**src/rtl/seq_adder.sv**
```systemverilog
// seq_adder: digit-serial adder computing {Cout,Sum} = A+B+Cin, DIGIT bits per clock, with start/ready/done handshake.
// Define SEQ_ADDER_OVF_EN to add the registered signed-overflow output Ovf.
module seq_adder #(
  parameter int WIDTH = 8,
  parameter int DIGIT = 1
) (
  input  logic             clk,
  input  logic             rst_n,
  input  logic             start,
  input  logic [WIDTH-1:0] A,
  input  logic [WIDTH-1:0] B,
  input  logic             Cin,
  output logic             ready,
  output logic [WIDTH-1:0] Sum,
  output logic             Cout,
  output logic             done
`ifdef SEQ_ADDER_OVF_EN
  ,
  output logic             Ovf
`endif
);
  localparam int K = WIDTH / DIGIT;
  localparam int CW = K > 1 ? $clog2(K) : 1;
  typedef enum logic [1:0] {IDLE, RUN, DONE} state_t;
  state_t state;
  logic [WIDTH-1:0] a_sh, b_sh;
  logic carry;
  logic [CW-1:0] cnt;
  logic [DIGIT:0] dsum;
  logic last;
`ifdef SEQ_ADDER_OVF_EN
  logic msb_a, msb_b;
`endif
  always_comb begin
    dsum = {1'b0, a_sh[DIGIT-1:0]} + {1'b0, b_sh[DIGIT-1:0]} + {{DIGIT{1'b0}}, carry};
    last = cnt == CW'(K - 1);
  end
  always_ff @(posedge clk or negedge rst_n) begin
    if (!rst_n) begin
      state <= IDLE;
      ready <= 1'b1;
      done  <= 1'b0;
      Sum   <= '0;
      Cout  <= 1'b0;
      a_sh  <= '0;
      b_sh  <= '0;
      carry <= 1'b0;
      cnt   <= '0;
`ifdef SEQ_ADDER_OVF_EN
      Ovf   <= 1'b0;
      msb_a <= 1'b0;
      msb_b <= 1'b0;
`endif
    end else begin
      done <= 1'b0;
      case (state)
        IDLE: if (start) begin
          state <= RUN;
          ready <= 1'b0;
          a_sh  <= A;
          b_sh  <= B;
          carry <= Cin;
          cnt   <= '0;
          Sum   <= '0;
`ifdef SEQ_ADDER_OVF_EN
          msb_a <= A[WIDTH-1];
          msb_b <= B[WIDTH-1];
`endif
        end
        RUN: begin
          Sum[cnt*DIGIT +: DIGIT] <= dsum[DIGIT-1:0];
          carry <= dsum[DIGIT];
          a_sh  <= a_sh >> DIGIT;
          b_sh  <= b_sh >> DIGIT;
          // the final digit's carry and sum MSB are taken straight from the slice
          if (last) begin
            state <= DONE;
            done  <= 1'b1;
            Cout  <= dsum[DIGIT];
`ifdef SEQ_ADDER_OVF_EN
            Ovf   <= (msb_a == msb_b) && (dsum[DIGIT-1] != msb_a);
`endif
          end else cnt <= cnt + 1'b1;
        end
        DONE: begin
          state <= IDLE;
          ready <= 1'b1;
        end
        default: state <= IDLE;
      endcase
    end
  end
endmodule

```
**config.mk**
```make
export PLATFORM = sky130hd
export DESIGN_NAME = seq_adder
export DESIGN_NICKNAME = d
export VERILOG_FILES = /design/src/rtl/seq_adder.sv
export SDC_FILE = /design/constraint.sdc
export NUM_CORES = 1
export LEC_CHECK = 0
export BUFFER_PORTS_ARGS = -buffer_cell sky130_fd_sc_hd__buf_2
export CAP_MARGIN = 20
export CORE_MARGIN = 3
export CORE_UTILIZATION = 36
export CTS_BUF_LIST = sky130_fd_sc_hd__clkbuf_4 sky130_fd_sc_hd__clkbuf_8 sky130_fd_sc_hd__clkbuf_16
export CTS_CLUSTER_SIZE = 40
export DETAILED_ROUTE_END_ITERATION = 12
export GPL_TIMING_DRIVEN = 0
export HOLD_SLACK_MARGIN = 0.02
export PLACE_DENSITY_LB_ADDON = 0.1
export SLEW_MARGIN = 20
export SYNTH_ARGS = -nofsm -noshare
export SYNTH_HDL_FRONTEND = slang
export SYNTH_SLANG_ARGS = --single-unit
```
**constraint.sdc**
```tcl
create_clock -name clk -period 3.7 [get_ports clk]
set_clock_uncertainty 0.1 [all_clocks]
set_input_delay 0.555 -clock clk [delete_from_list [all_inputs] [get_ports clk]]
set_output_delay 0.555 -clock clk [all_outputs]
set_load 0.02 [all_outputs]
```
After elaboration in Yosys (flattened, before gate mapping)
Cells that the tools add are included.
Widths: inputs -> output; s select.
- $add $sub $neg: 4
- eq/ne operators: 6
- shifts and indexed selects: 2
- multiplexer cells: 19
- reductions and logical operators: 8
- operators by type and width (kind ; number):
    $pmux 8 s2 ; 3
    $neg 3->34 ; 1
    $shift 1x34->8 const A ; 1
    $shiftx 1x34->8 ; 1
    $mux 8 ; 3
    $bwmux 8 ; 1
    $reduce_and 2->1 ; 4
    $mux 3 ; 2
    $ne 2x2->1 const B ; 3
    $pmux 3 s2 ; 1
    $mux 1 ; 4
    $mux 2 ; 2
    $pmux 1 s2 ; 2
    $pmux 2 s2 ; 1
    $reduce_bool 2->1 ; 2
    $add 3x1->3 const B ; 1
    $eq 3x3->1 const B ; 1
    $reduce_and 3->1 ; 1
    $add 1x1->2 ; 1
    $add 2x1->2 ; 1
    $eq 2x1->1 const B ; 1
    $eq 2x2->1 const B ; 1
    $logic_not 2->1 ; 1
- flip-flop bits (word level): 33
- input port bits: 20
- output and inout bits: 11
- logic and storage cells: 48

Longest topological paths before layout
- word-level depth: 5
- mapped depth: 6
- mapped depth without buffers: 6

Worst setup path before layout
Ideal clock, no wire load.
- path kind: reg2reg
- from: register cnt[0]
- to: register Sum[4]
- setup time: 79 ps
- arrival: 1852 ps
- required time: 3521 ps
- path slack: 1669 ps
- cell stages (with the launch flop): 7
- buffers on the path: 0
- clock period less this slack: 2031 ps
- path through: dfrtp_1 > inv_1 > ha_1 > ha_1 > or4b_4 > nor4b_4 > mux2i_1
- word-level cells in the longest chain between the ends: 4
- elaborated cells between the ends (all ways): 5
- classes of those cells: add/sub (1); shift (2); mux (2)
- RTL lines (item ; RTL line ; text):
    from (decl) ; 28 ; logic [CW-1:0] cnt;
    from (signal assigned) ; 83 ; end else cnt <= cnt + 1'b1;
    $neg 3->34 (*) ; 71 ; Sum[cnt*DIGIT +: DIGIT] <= dsum[DIGIT-1:0];
    $shiftx 1x34->8 / $shift 1x34->8 (equally long branches) ; 71 ;
    $bwmux 8 (*) ; 71 ;
    $pmux 8 s2 (*) ; 56 ; case (state)
    to (signal, indexed assignment) ; 71 ;
    to (decl) ; 14 ; output logic [WIDTH-1:0] Sum,
Mark *: on every way between the ends. The rest lies on a longest branch, timed or not.
A chain may end at the register's enable or synchronous reset.

Worst setup path after layout
- from: register cnt[0]
- to: register Sum[2]
The elaborated chain is that of the path after synthesis.

==> summary.txt <==
Run status
  • Status: finished, final reports clean

Clock tree
  • Clock buffer count from CTS: 5
  • Root buf cell: clkbuf_8
  • Later-pin clock latency in the skew report: 0.28 ns
  • Post-CTS setup buffer count: 0
  • Clock-pin slew on the worst setup and hold paths: ~0.07 ns
  • Post-CTS sizing: 0
  • CTS tree: yes
  • CTS Sinks: 33
  • CTS Buffer Depth: 2
  • H-tree levels: 2
  • Post-CTS Hold Buffers: 0

Run
  • Max cap viols: 0

GRT
  • Total gr overflow: 0
  • Antenna violations before repair: 0
  • First-pass GRT wire length: roughly 6.3 mm
  • Largest net degree at the start of global routing: 34
  • Vias in the first global route: between 1000 and 1500
  • GRT Overall Usage: between 10% and 20%

Layout
  • Nets@finish: 226
  • Layout filler cell count: roughly 450
  • Area grow syn2layout: 17.9%
  • Fraction of layout cells with a size suffix above 1: 24.3%
  • Ant. Diodes: 0
  • Design area: 0.00198 sq mm
  • Post-route insts no fill: approximately 250

STA
  • Post-route minimum period: 2.23 ns
  • Pins Over Slew Limit: 0
  • Setup_tns: 0 ns
  • # setup viols final: 0
  • Endpoints failing hold: 0
  • Fmax: between 400 and 500 MHz
  • Final period utilization: 60.3%
  • RSZ-0062 raised after global routing: false
  • Post-route setup slack: between 1 and 1.5 ns
  • Slew headroom: between 40% and 50%
  • Slew @ Worst Pin: about 0.77 ns

Placement
  • DP HPWL: about 2.7 mm
  • Area after DPL: roughly 0.0019 sq mm
  • Worst slack, placed: about 1.5 ns
  • Cell count after placement: 246
  • Routability cong.: around 0.72
  • Port buffer count: 30

Critical path
  • WP data arrival: 2.27 ns
  • Crit. End Element: register
  • RR Endpoint: Sum[2]
  • Worst Path Required: around 3.8 ns
  • FF-to-FF path depth: 6
  • CP Launch Type: register
  • Crit Path Class: reg -> reg
  • Crit path max fanout: 7
  • R2R Setup Slk: approximately 1.5 ns
  • Reg-to-reg startpoint: cnt[0]

Logic synthesis
  • Ys flop type: dfrtp_1
  • Async S/R FF share, synth: 100%
  • Avg Inst Size Synth: 10.3 sq um
  • Cell Area, Synth: 0.00168 sq mm
  • Count of warnings emitted by yosys: 0
  • Synthesized instance count: approximately 160
  • Synth unique cells: 34
  • Syn nets: 189
  • #FFs+latches synth: 33
  • EDFF count, synth: 0
  • Register area share after synthesis: 49.2%

Power and ir drop
  • PD cells: roughly 800 mW/mm^2
  • Switching Fraction: about two fifths
  • Total power: 1.59 mW
  • Clock network power share: 16.8%
  • IR drop worst, VDD: 0.316 mV
  • Combinational power share: a little under half
  • Internal power: ~950 uW
  • Leakage: 0.941 nW
  • P_sw: 636 uW
  • Reg power frac: 36.4%

Detailed routing
  • First drt pass iteration count: 4
  • DR iter-0 viols: 50
  • Vias per cell: roughly 5.4
  • WL final: ~3.7 mm
  • Antenna-violating nets left: 0
  • Vias post-DR: approximately 1400
  • Residual DRC count: 0
  • DR WL/cell: 14.7 um

Floorplanning
  • Die Area: about 0.0055 sq mm
  • Core area: roughly 0.0044 sq mm
  • Die height: around 74 um
  • I/O pins: 31
  • # rows: 24
  • Die span in x: around 74 um
  • Initial core utilization: 37.8%

Min path
  • Worst min path class: in -> async
registers in the layout, indices dropped and copies added, names as in the netlist:
register  count
Sum           8
a_sh          8
b_sh          8
cnt           3
state         2
Cout          1
carry         1
done          1
ready         1
per-stage QoR:
step                      util, %  hold WS, ns
final                        44.6        0.243
after global routing         44.6        0.294
after CTS                    44.6        0.266
after detailed placement     42.7        0.375
after global placement       42.7        0.364
after floorplan                 -        0.159
cell usage in the layout (no fill, tap or decap), drive strengths merged, types with 3 or more instances in the layout:
| master | count |
|---|---|
| nand2 | 17 |
| a22o | 5 |
| nor2 | 3 |
| ha | 4 |
| nor2b | 12 |
| inv | 9 |
| dfrtp | 32 |
| buf | 34 |
| a21oi | 9 |
| a22oi | 15 |
| mux2i | 7 |
| o21ai | 17 |
| clkbuf | 13 |
cells in the mapped netlist, types with 2 or more instances:
library cell / instances / area (sq um)
o21ai_0: 17 / 85.1
inv_1: 9 / 33.8
a21oi_1: 9 / 45.0
mux2i_1: 7 / 70.1
a2bb2oi_1: 2 / 17.5
nor2_1: 3 / 11.3
a22oi_1: 15 / 113
mux2_2: 2 / 22.5
buf_2: 2 / 10.0
dfrtp_1: 32 / 801
nand3b_1: 2 / 15.0
and2_1: 2 / 12.5
a22o_1: 5 / 43.8
ha_1: 4 / 50.1
nand2_1: 17 / 63.8
nor2b_1: 12 / 75.1
clkbuf_1: 7 / 26.3
how the worst max path moves through the flow:
stage | startpoint | end | slack (ns) | cells past startpoint
floorplan | cnt[0] | Sum[4] | 1.67 | 6
global placement | cnt[0] | Sum[4] | 1.55 | 6
detailed placement | cnt[0] | Sum[2] | 1.49 | 6
CTS | cnt[0] | Sum[2] | 1.47 | 6
global route | cnt[0] | Sum[2] | 1.33 | 6
finish | cnt[0] | Sum[2] | 1.47 | 6
worst max-delay path, stage by stage (launching register included):
cell	delay, ns
dfrtp_1	0.46
inv_1	0.09
ha_1	0.21
ha_1	0.22
or4b_4	0.54
o311ai_1	0.34
o41ai_1	0.14
metal layers:
| layer | vias up | part of all wire (%) | global-route usage, % |
|---|---|---|---|
| li1 | 664 | - | - |
| met1 | 669 | 45 | 18.3 |
| met2 | 26 | 50 | 25.1 |
| met3 | 2 | 4.4 | 5.27 |
| met4 | 0 | 0.62 | 5.14 |
| met5 | - | 0 | 0 |
cell type report:
class	instances	area (sq um)	area share, %
buffer	11	47.5	2.40
clock buffer	6	76.3	3.85
clock inverter	2	10.0	0.505
inverter	9	33.8	1.70
multi-input combinational	111	773	39.0
sequential	33	827	41.7
tap	52	65.1	3.28
timing repair buffer	30	150	7.57
cells by family after synthesis:
family | synth area share, %
AOI/OAI and AO/OA | 19.9
and+or+nand+nor | 16.4
DFF | 49.2
buffers and inverters | 4.84
muxes | 5.51
adders and majority gates | 4.17
power groups by stage:
| stage | Sequential (mW) | Clock, mW | Combinational (mW) |
|---|---|---|---|
| floorplan | 0.619 | 0 | 0.521 |
| detailed placement | 0.585 | 0 | 0.754 |
| CTS | 0.579 | 0.276 | 0.758 |
| global route | 0.595 | 0.292 | 0.832 |
| global placement | 0.577 | 0 | 0.731 |
| finish | 0.578 | 0.268 | 0.744 |
Note: power is estimated with default switching activity, not from simulation.
